### src/rtl/pipeline_control_pkg.sv
// Shared widths, MIPS opcode constants and the control bundles carried down the pipe.
package pipeline_control_pkg;

  localparam int OPCODE_WIDTH = 6;
  localparam int FUNCT_WIDTH  = 6;

  localparam logic [OPCODE_WIDTH-1:0] OP_RTYPE = 6'h00;
  localparam logic [OPCODE_WIDTH-1:0] OP_LW    = 6'h23;
  localparam logic [OPCODE_WIDTH-1:0] OP_SW    = 6'h2B;
  localparam logic [OPCODE_WIDTH-1:0] OP_BEQ   = 6'h04;
  localparam logic [OPCODE_WIDTH-1:0] OP_ADDI  = 6'h08;
  localparam logic [OPCODE_WIDTH-1:0] OP_SLTI  = 6'h0A;
  localparam logic [OPCODE_WIDTH-1:0] OP_ANDI  = 6'h0C;
  localparam logic [OPCODE_WIDTH-1:0] OP_ORI   = 6'h0D;

  typedef struct packed {
    logic reg_dst;
    logic alu_src;
    logic mem_rd;
    logic mem_wr;
    logic reg_wr;
    logic mem_to_reg;
    logic branch;
    logic uses_rt;
    logic illegal;
  } ctrl_t;

  // Narrower bundles: each stage keeps only the bits still needed downstream.
  typedef struct packed {
    logic reg_dst;
    logic alu_src;
    logic mem_rd;
    logic mem_wr;
    logic reg_wr;
    logic mem_to_reg;
    logic branch;
    logic illegal;
  } ex_ctrl_t;

  typedef struct packed {
    logic mem_rd;
    logic mem_wr;
    logic reg_wr;
    logic mem_to_reg;
  } mem_ctrl_t;

  typedef struct packed {
    logic reg_wr;
    logic mem_to_reg;
  } wb_ctrl_t;

  localparam ctrl_t CTRL_NOP = '0;

endpackage

### src/rtl/pipeline_control_decoder.sv
// Combinational opcode-to-control table for the ID stage.
module control_decoder
  import pipeline_control_pkg::*;
(
  input  logic [OPCODE_WIDTH-1:0] opcode,
  output ctrl_t                   ctrl
);

  always_comb begin
    ctrl = CTRL_NOP;
    case (opcode)
      OP_RTYPE: begin
        ctrl.reg_dst = 1'b1;
        ctrl.reg_wr  = 1'b1;
        ctrl.uses_rt = 1'b1;
      end
      OP_LW: begin
        ctrl.alu_src    = 1'b1;
        ctrl.mem_rd     = 1'b1;
        ctrl.reg_wr     = 1'b1;
        ctrl.mem_to_reg = 1'b1;
      end
      OP_SW: begin
        ctrl.alu_src = 1'b1;
        ctrl.mem_wr  = 1'b1;
        ctrl.uses_rt = 1'b1;
      end
      OP_BEQ: begin
        ctrl.branch  = 1'b1;
        ctrl.uses_rt = 1'b1;
      end
      OP_ADDI, OP_SLTI, OP_ANDI, OP_ORI: begin
        ctrl.alu_src = 1'b1;
        ctrl.reg_wr  = 1'b1;
      end
      default: ctrl.illegal = 1'b1;
    endcase
  end

endmodule

### src/rtl/pipeline_control.sv
// MIPS 5-stage control pipe: ID decode, ID/EX-EX/MEM-MEM/WB control registers,
// load-use stall and taken-beq flush.
module pipeline_control
  import pipeline_control_pkg::*;
#(
  parameter int AWIDTH = 5
) (
  input  logic                    d_clk,
  input  logic                    d_rst,
  input  logic                    c_i_valid,
  input  logic [OPCODE_WIDTH-1:0] c_i_opcode,
  input  logic [FUNCT_WIDTH-1:0]  c_i_funct,
  input  logic [AWIDTH-1:0]       c_i_rs,
  input  logic [AWIDTH-1:0]       c_i_rt,
  input  logic [AWIDTH-1:0]       c_i_rd,
  input  logic                    c_i_ex_zero,
  output logic                    c_o_ex_alu_src,
  output logic                    c_o_ex_reg_dst,
  output logic [OPCODE_WIDTH-1:0] c_o_ex_alu_op,
  output logic [FUNCT_WIDTH-1:0]  c_o_ex_alu_funct,
  output logic                    c_o_mem_rd,
  output logic                    c_o_mem_wr,
  output logic                    c_o_wb_reg_wr,
  output logic                    c_o_wb_mem_to_reg,
  output logic [AWIDTH-1:0]       c_o_wb_dst,
  output logic                    c_o_stall,
  output logic                    c_o_flush,
  output logic                    c_o_pc_src,
  output logic                    c_o_illegal
);

  ctrl_t            dec_ctrl;
  ex_ctrl_t         id_ctrl;
  logic [AWIDTH-1:0] id_dst;
  logic             load_use;
  logic             flush;
  logic             id_take;

  ex_ctrl_t                ctrl_p0;
  logic [OPCODE_WIDTH-1:0] op_p0;
  logic [FUNCT_WIDTH-1:0]  funct_p0;
  logic [AWIDTH-1:0]       dst_p0;
  logic                    vld_p0;
  mem_ctrl_t               ctrl_p1;
  logic [AWIDTH-1:0]       dst_p1;
  logic                    vld_p1;
  wb_ctrl_t                ctrl_p2;
  logic [AWIDTH-1:0]       dst_p2;
  logic                    vld_p2;

  control_decoder u_decoder (
    .opcode (c_i_opcode),
    .ctrl   (dec_ctrl)
  );

  // An illegal opcode travels as a NOP: no destination, no writes.
  always_comb begin
    id_dst = dec_ctrl.illegal ? '0 : (dec_ctrl.reg_dst ? c_i_rd : c_i_rt);
    id_ctrl = '{reg_dst:    dec_ctrl.reg_dst,
                alu_src:    dec_ctrl.alu_src,
                mem_rd:     dec_ctrl.mem_rd,
                mem_wr:     dec_ctrl.mem_wr,
                reg_wr:     dec_ctrl.reg_wr & (id_dst != '0),
                mem_to_reg: dec_ctrl.mem_to_reg,
                branch:     dec_ctrl.branch,
                illegal:    dec_ctrl.illegal};
  end

  assign flush    = vld_p0 & ctrl_p0.branch & c_i_ex_zero;
  assign load_use = c_i_valid & vld_p0 & ctrl_p0.mem_rd & (dst_p0 != '0) &
                    ((dst_p0 == c_i_rs) | (dec_ctrl.uses_rt & (dst_p0 == c_i_rt)));
  assign id_take  = c_i_valid & ~flush & ~load_use;

  always_ff @(posedge d_clk or negedge d_rst) begin
    if (!d_rst) begin
      vld_p0   <= 1'b0;
      ctrl_p0  <= '0;
      op_p0    <= '0;
      funct_p0 <= '0;
      dst_p0   <= '0;
      vld_p1   <= 1'b0;
      ctrl_p1  <= '0;
      dst_p1   <= '0;
      vld_p2   <= 1'b0;
      ctrl_p2  <= '0;
      dst_p2   <= '0;
    end else begin
      // ID -> EX
      vld_p0   <= id_take;
      ctrl_p0  <= id_ctrl;
      op_p0    <= dec_ctrl.illegal ? '0 : c_i_opcode;
      funct_p0 <= dec_ctrl.illegal ? '0 : c_i_funct;
      dst_p0   <= id_dst;
      // EX -> MEM
      vld_p1   <= vld_p0;
      ctrl_p1  <= {ctrl_p0.mem_rd, ctrl_p0.mem_wr, ctrl_p0.reg_wr, ctrl_p0.mem_to_reg};
      dst_p1   <= dst_p0;
      // MEM -> WB
      vld_p2   <= vld_p1;
      ctrl_p2  <= {ctrl_p1.reg_wr, ctrl_p1.mem_to_reg};
      dst_p2   <= dst_p1;
    end
  end

  assign c_o_ex_alu_src    = vld_p0 & ctrl_p0.alu_src;
  assign c_o_ex_reg_dst    = vld_p0 & ctrl_p0.reg_dst;
  assign c_o_ex_alu_op     = vld_p0 ? op_p0 : '0;
  assign c_o_ex_alu_funct  = vld_p0 ? funct_p0 : '0;
  assign c_o_illegal       = vld_p0 & ctrl_p0.illegal;
  assign c_o_mem_rd        = vld_p1 & ctrl_p1.mem_rd;
  assign c_o_mem_wr        = vld_p1 & ctrl_p1.mem_wr;
  assign c_o_wb_reg_wr     = vld_p2 & ctrl_p2.reg_wr;
  assign c_o_wb_mem_to_reg = vld_p2 & ctrl_p2.mem_to_reg;
  assign c_o_wb_dst        = vld_p2 ? dst_p2 : '0;
  assign c_o_stall         = load_use & ~flush;
  assign c_o_flush         = flush;
  assign c_o_pc_src        = flush;

endmodule

### config.mk
export PLATFORM = sky130hd
export DESIGN_NAME = pipeline_control
export DESIGN_NICKNAME = d
export VERILOG_FILES = /design/src/rtl/pipeline_control_pkg.sv /design/src/rtl/pipeline_control_decoder.sv /design/src/rtl/pipeline_control.sv
export SDC_FILE = /design/constraint.sdc
export NUM_CORES = 1
export LEC_CHECK = 0
export CAP_MARGIN = 0
export CORE_ASPECT_RATIO = 0.6
export CORE_MARGIN = 2
export CORE_UTILIZATION = 30
export CTS_CLUSTER_SIZE = 20
export DETAILED_ROUTE_END_ITERATION = 10
export SLEW_MARGIN = 20
export SYNTH_ARGS = -nofsm -noshare
export SYNTH_HDL_FRONTEND = slang
export SYNTH_SLANG_ARGS = --single-unit
### constraint.sdc
create_clock -name d_clk -period 2.35 [get_ports d_clk]
set_input_delay 0.3525 -clock d_clk [delete_from_list [all_inputs] [get_ports d_clk]]
set_output_delay 0.3525 -clock d_clk [all_outputs]
set_load 0.05 [all_outputs]
After elaboration in Yosys (flattened, before gate mapping) --
Cells that the tools add are included. Widths: inputs -> output; s select.
Word-level totals: word-level logic and storage cells 72, flip-flop bits (word level) 42
Operators by class: reduce and logical (&&, ||, !) cells 7, bitwise gates (word level) 21, multiplexer cells 15, equality and inequality tests 9
Operator list (count):
- $eq 6x4->1 const B | 4
- $mux 6 | 4
- $and 1x1->1 | 18
- $mux 5 | 3
- $eq 6x6->1 const B | 2
- $reduce_or 6->1 | 2
- $eq 5x5->1 | 2
- $reduce_bool 5->1 | 2
- $mux 1 | 8
- $reduce_or 8->1 | 1
- $eq 6x3->1 const B | 1
- $logic_not 6->1 | 1
- $reduce_or 3->1 | 1
- $not 1->1 | 2
- $or 1x1->1 | 1

Longest topological paths before layout --
depth after elaboration 8, depth in mapped cells 5

Cells and area by module --
Synthesis repeated with hierarchy kept, for this count alone.
Second synthesis, totals: cells, all modules 141, area total of the unflattened synthesis 1746.7 µm²
By module, submodules not included:
- pipeline_control | seq. area each 1101.1 µm², cells an instance 117, instances 1, area an instance 1587.8 µm²
- control_decoder | seq. area each 0.0 µm², cells an instance 24, instances 1, area an instance 158.9 µm²

Least setup slack after synthesis --
No wires, ideal clock.
path kind input-to-output, start in c_i_opcode[0], end out c_o_stall, arrival time 2.299 ns, buffers on the path 0, path slack -0.301 ns, stages on the path 4, cells stage by stage or4_4 > o21ai_0 > nand3_1 > a211oi_1
On the way: word-level cells in the longest chain between the ends 7
Ends and longest elaborated chain:
- start, declared | line pipeline_control.sv:11 | input logic [OPCODE_WIDTH-1:0] c_i_opcode,
- $eq 6x6->1, or another cell as far along | line pipeline_control_decoder.sv:11 | case (opcode)
- $reduce_or 3->1 (no source line) *
- $mux 1 * | line pipeline_control_decoder.sv:11
- $and 1x1->1 * | line pipeline_control.sv:71 | ((dst_p0 == c_i_rs) | (dec_ctrl.uses_rt & (dst_p0 == c_i_rt)));
- $or 1x1->1 * | line pipeline_control.sv:71
- $and 1x1->1 * | line pipeline_control.sv:70 | assign load_use = c_i_valid & vld_p0 & ctrl_p0.mem_rd & (dst_p0 != '0) &
- $and 1x1->1 * | line pipeline_control.sv:115 | assign c_o_stall = load_use & ~flush;
- end, declared | line pipeline_control.sv:26 | output logic c_o_stall,
Every way passes the cells marked *; elsewhere a longest branch is shown, timed or not.

Worst setup path after layout --
start reg dst_p0[3], end out c_o_stall
On the way: word-level cells in the longest chain between the ends 5
Ends and longest elaborated chain:
- start, declared | line pipeline_control.sv:42 | logic [AWIDTH-1:0] dst_p0;
- start signal, assigned | line pipeline_control.sv:93 | dst_p0 <= id_dst;
- $eq 5x5->1 | line pipeline_control.sv:71
- $and 1x1->1 | line pipeline_control.sv:71
- $or 1x1->1 | line pipeline_control.sv:71
- $and 1x1->1 * | line pipeline_control.sv:70
- $and 1x1->1 * | line pipeline_control.sv:115
Marks and branches as above.

==> reports/metrics.csv <==
metric,value,unit
# H-tree levels,2,
FF+latch area,1060,um^2
CP required,2000,ps
Post-Syn Nets,176,
total die area,6400,um^2
ANT cells,0,
Util after Layout,0.483,
Final Hold Violating Endpoints,0,
"Cell Chain, Critical Path",buf_4 > or4_1 > o2111ai_1 > a211oi_2 > clkbuf_16,
initial antenna violation count,0,
CTS Buffer Depth,2,
startpoint types,flip-flop,
FMAX,438,MHz
Crit Path Class,flip-flop to primary output,
clk_skew,4.40,ps
Arrival @ worst endpoint,1930,ps
DR pass1 iterations,4,
Skew-Pair Late Insertion Delay,280,ps
vias,1259,
P_leak,0.00132,uW
Site Rows,21,
sequential-to-total area share from yosys stat,0.608,
Die W,102,um
CP Max Fanout,3,
worst hold slack,196,ps
# nets final,256,
Yosys reg bits,42,
pre-CTS setup slack,-120,ps
Crit path largest cell delay,470,ps
"Setup violations, final",0,
crit end category,primary output,
Root Buffer,clkbuf_8,
Max Cap Violations,0,
Hold Crit Class,input pin to async pin,
first-pass GRT wire length,6030,um
GPL Wtd Cong,0.797,
outcome,completed,
grt ovf,0,
cell count of the worst reg-to-reg path,5,
worst-case vdd ir drop,0.296,mV
Mapped Avg Cell Area,11.9,um^2
drc violations,0,
Slew Limit Headroom,0.398,
gr usage total,0.123,
Tot Pwr,1510,uW
final worst path period share,0.971,
Via density,4.11,
per-cell routed wire length,11.8,um
worst slew pin tran,903,ps
Buf/Inv on CP,2,
CTS tree,done,
fin area,2690,um^2
RSZ-0062 raised after global routing,no,
share of layout cells above drive strength 1,0.230,
"Slowest-stage cell, CP",or4_1,
number of clock sinks,42,
Post-DP HPWL,2740,um
Cells after Synth,145,
Final Max Slew Viols,0,
DRT iter0 DRCs,25,
count of cell types in the netlist,34,
min Tclk post-route,2280,ps
fill count,538,
I/O pins,58,
PortBufs,57,
largest net degree at the start of global routing,43,
post-route ant nets,0,
Starting Density,0.310,
total wire length,3610,um
"delay-heaviest family, CP",simple AND/OR/NAND/NOR gates,
Clock Pin Slew Worst Setup and Hold Paths,80,ps
Placeable Area,5570,um^2
yosys warns,0,
Post-DP Area,2510,um^2
area of the multi-input gates,663,um^2
Crit path depth,5,
chip height,62.8,um
Mapped Area,1730,um^2
setup ws final,68.8,ps
Area growth syn-to-layout,55.8,%
pwr dens,561,nW/um^2
vias in the first global route,1198,
TritonCTS buffer count,5,
state kept, by name, summed over array words and instances (netlist names):
register	count
dst_p0	5
vld_p0	1
vld_p2	1
op_p0	6
dst_p1	5
dst_p2	5
funct_p0	6
ctrl_p0	7
ctrl_p2	2
ctrl_p1	3
vld_p1	1
path summary, 6_finish.rpt:
path / start / endpoint / slack (ps)
setup / recovery: dst_p0[3]$_DFF_PN0_ / c_o_stall / 70
hold reg to reg: dst_p1[4]$_DFF_PN0_ / dst_p2[4]$_DFF_PN0_ / 350
setup reg to reg: dst_p0[3]$_DFF_PN0_ / vld_p0$_DFF_PN0_ / 600
max in group asynchronous: d_rst / vld_p0$_DFF_PN0_ / 1530
hold / removal: d_rst / op_p0[1]$_DFF_PN0_ / 200
min in group d_clk: dst_p1[4]$_DFF_PN0_ / dst_p2[4]$_DFF_PN0_ / 350
cell type report:
cell class	count	share of cell area
multi-input combinational	94	0.246
inverter	5	0.00697
timing repair buffer	77	0.276
sequential	42	0.392
clock inverter	2	0.0139
clock buffer	6	0.0270
tap	80	0.0372
per-stage QoR:
stage,std cells,setup TNS [ps]
6_report,306,0
5_1_grt,306,0
4_1_cts,303,0
3_5_place_dp,295,-285
3_3_place_gp,295,-196
2_1_floorplan,145,0
synthesized netlist by cell type (all sizes together):
cell type	count	share of area
a211oi	2	0.0087
buf	2	0.011
nand2b	1	0.0036
nor2	11	0.024
o2111ai	1	0.0051
nand3	3	0.0087
or3	1	0.0036
o21ai	1	0.0029
inv	5	0.011
clkbuf	2	0.0043
nand4b	2	0.010
a2111oi	1	0.0087
or2	1	0.0036
xnor2	2	0.010
o31a	1	0.0051
and3	1	0.0036
nor4	2	0.0072
a21boi	1	0.0043
conb	1	0.0022
a211o	1	0.0058
a21oi	2	0.0058
or2b	1	0.0043
xor2	8	0.041
or4	4	0.020
nor2b	2	0.0072
o211a	1	0.0058
o2bb2ai	1	0.0051
dfrtp	42	0.61
mux2i	5	0.029
nor3	5	0.014
and2	32	0.12
cells by family after synthesis:
| group | count (synthesis) | synth area share |
|---|---|---|
| AOI/OAI and AO/OA | 12 | 0.0572 |
| xor gates and xnor gates | 10 | 0.0507 |
| buffers and inverters | 9 | 0.0261 |
| DFF | 42 | 0.608 |
| muxes | 5 | 0.0290 |
| other | 1 | 0.00217 |
| and+or+nand+nor | 66 | 0.227 |
worst reg2reg max path, cell delays in order, from the launching register on:
cell       delay, ps
dfrtp_2          440
buf_4            150
or4_1            470
o2111ai_1        310
nand4b_1         170
o211a_1          150
timing repair:
action	CTS	global route
resized for setup	4	13
pin swaps	2	4
endpoints found under the setup margin	1	8
hold buffers	0	0
buffers inserted	0	3
cells in the final DEF, fill, tap and decap left out, types with 4 or more instances in the layout:
master           instances
and2_1                  31
buf_4                   28
clkbuf_8                 5
clkdlybuf4s50_1         38
dfrtp_1                 38
dfrtp_2                  4
dlymetal6s2s_1           6
inv_1                    5
mux2i_1                  5
nor2_1                  11
nor3_1                   5
xor2_1                   7
layer usage:
metal | GRT usage | share of wire
met1 | 0.189 | 0.52
met2 | 0.163 | 0.41
met3 | 0.0313 | 0.048
met4 | 0.0450 | 0.013
met5 | 0 | 0
power breakdown:
| part | internal, uW | switching, uW |
|---|---|---|
| Sequential | 746 | 12.9 |
| Clock | 317 | 230 |
| Combinational | 101 | 103 |
(Power assumes the default switching activity.)
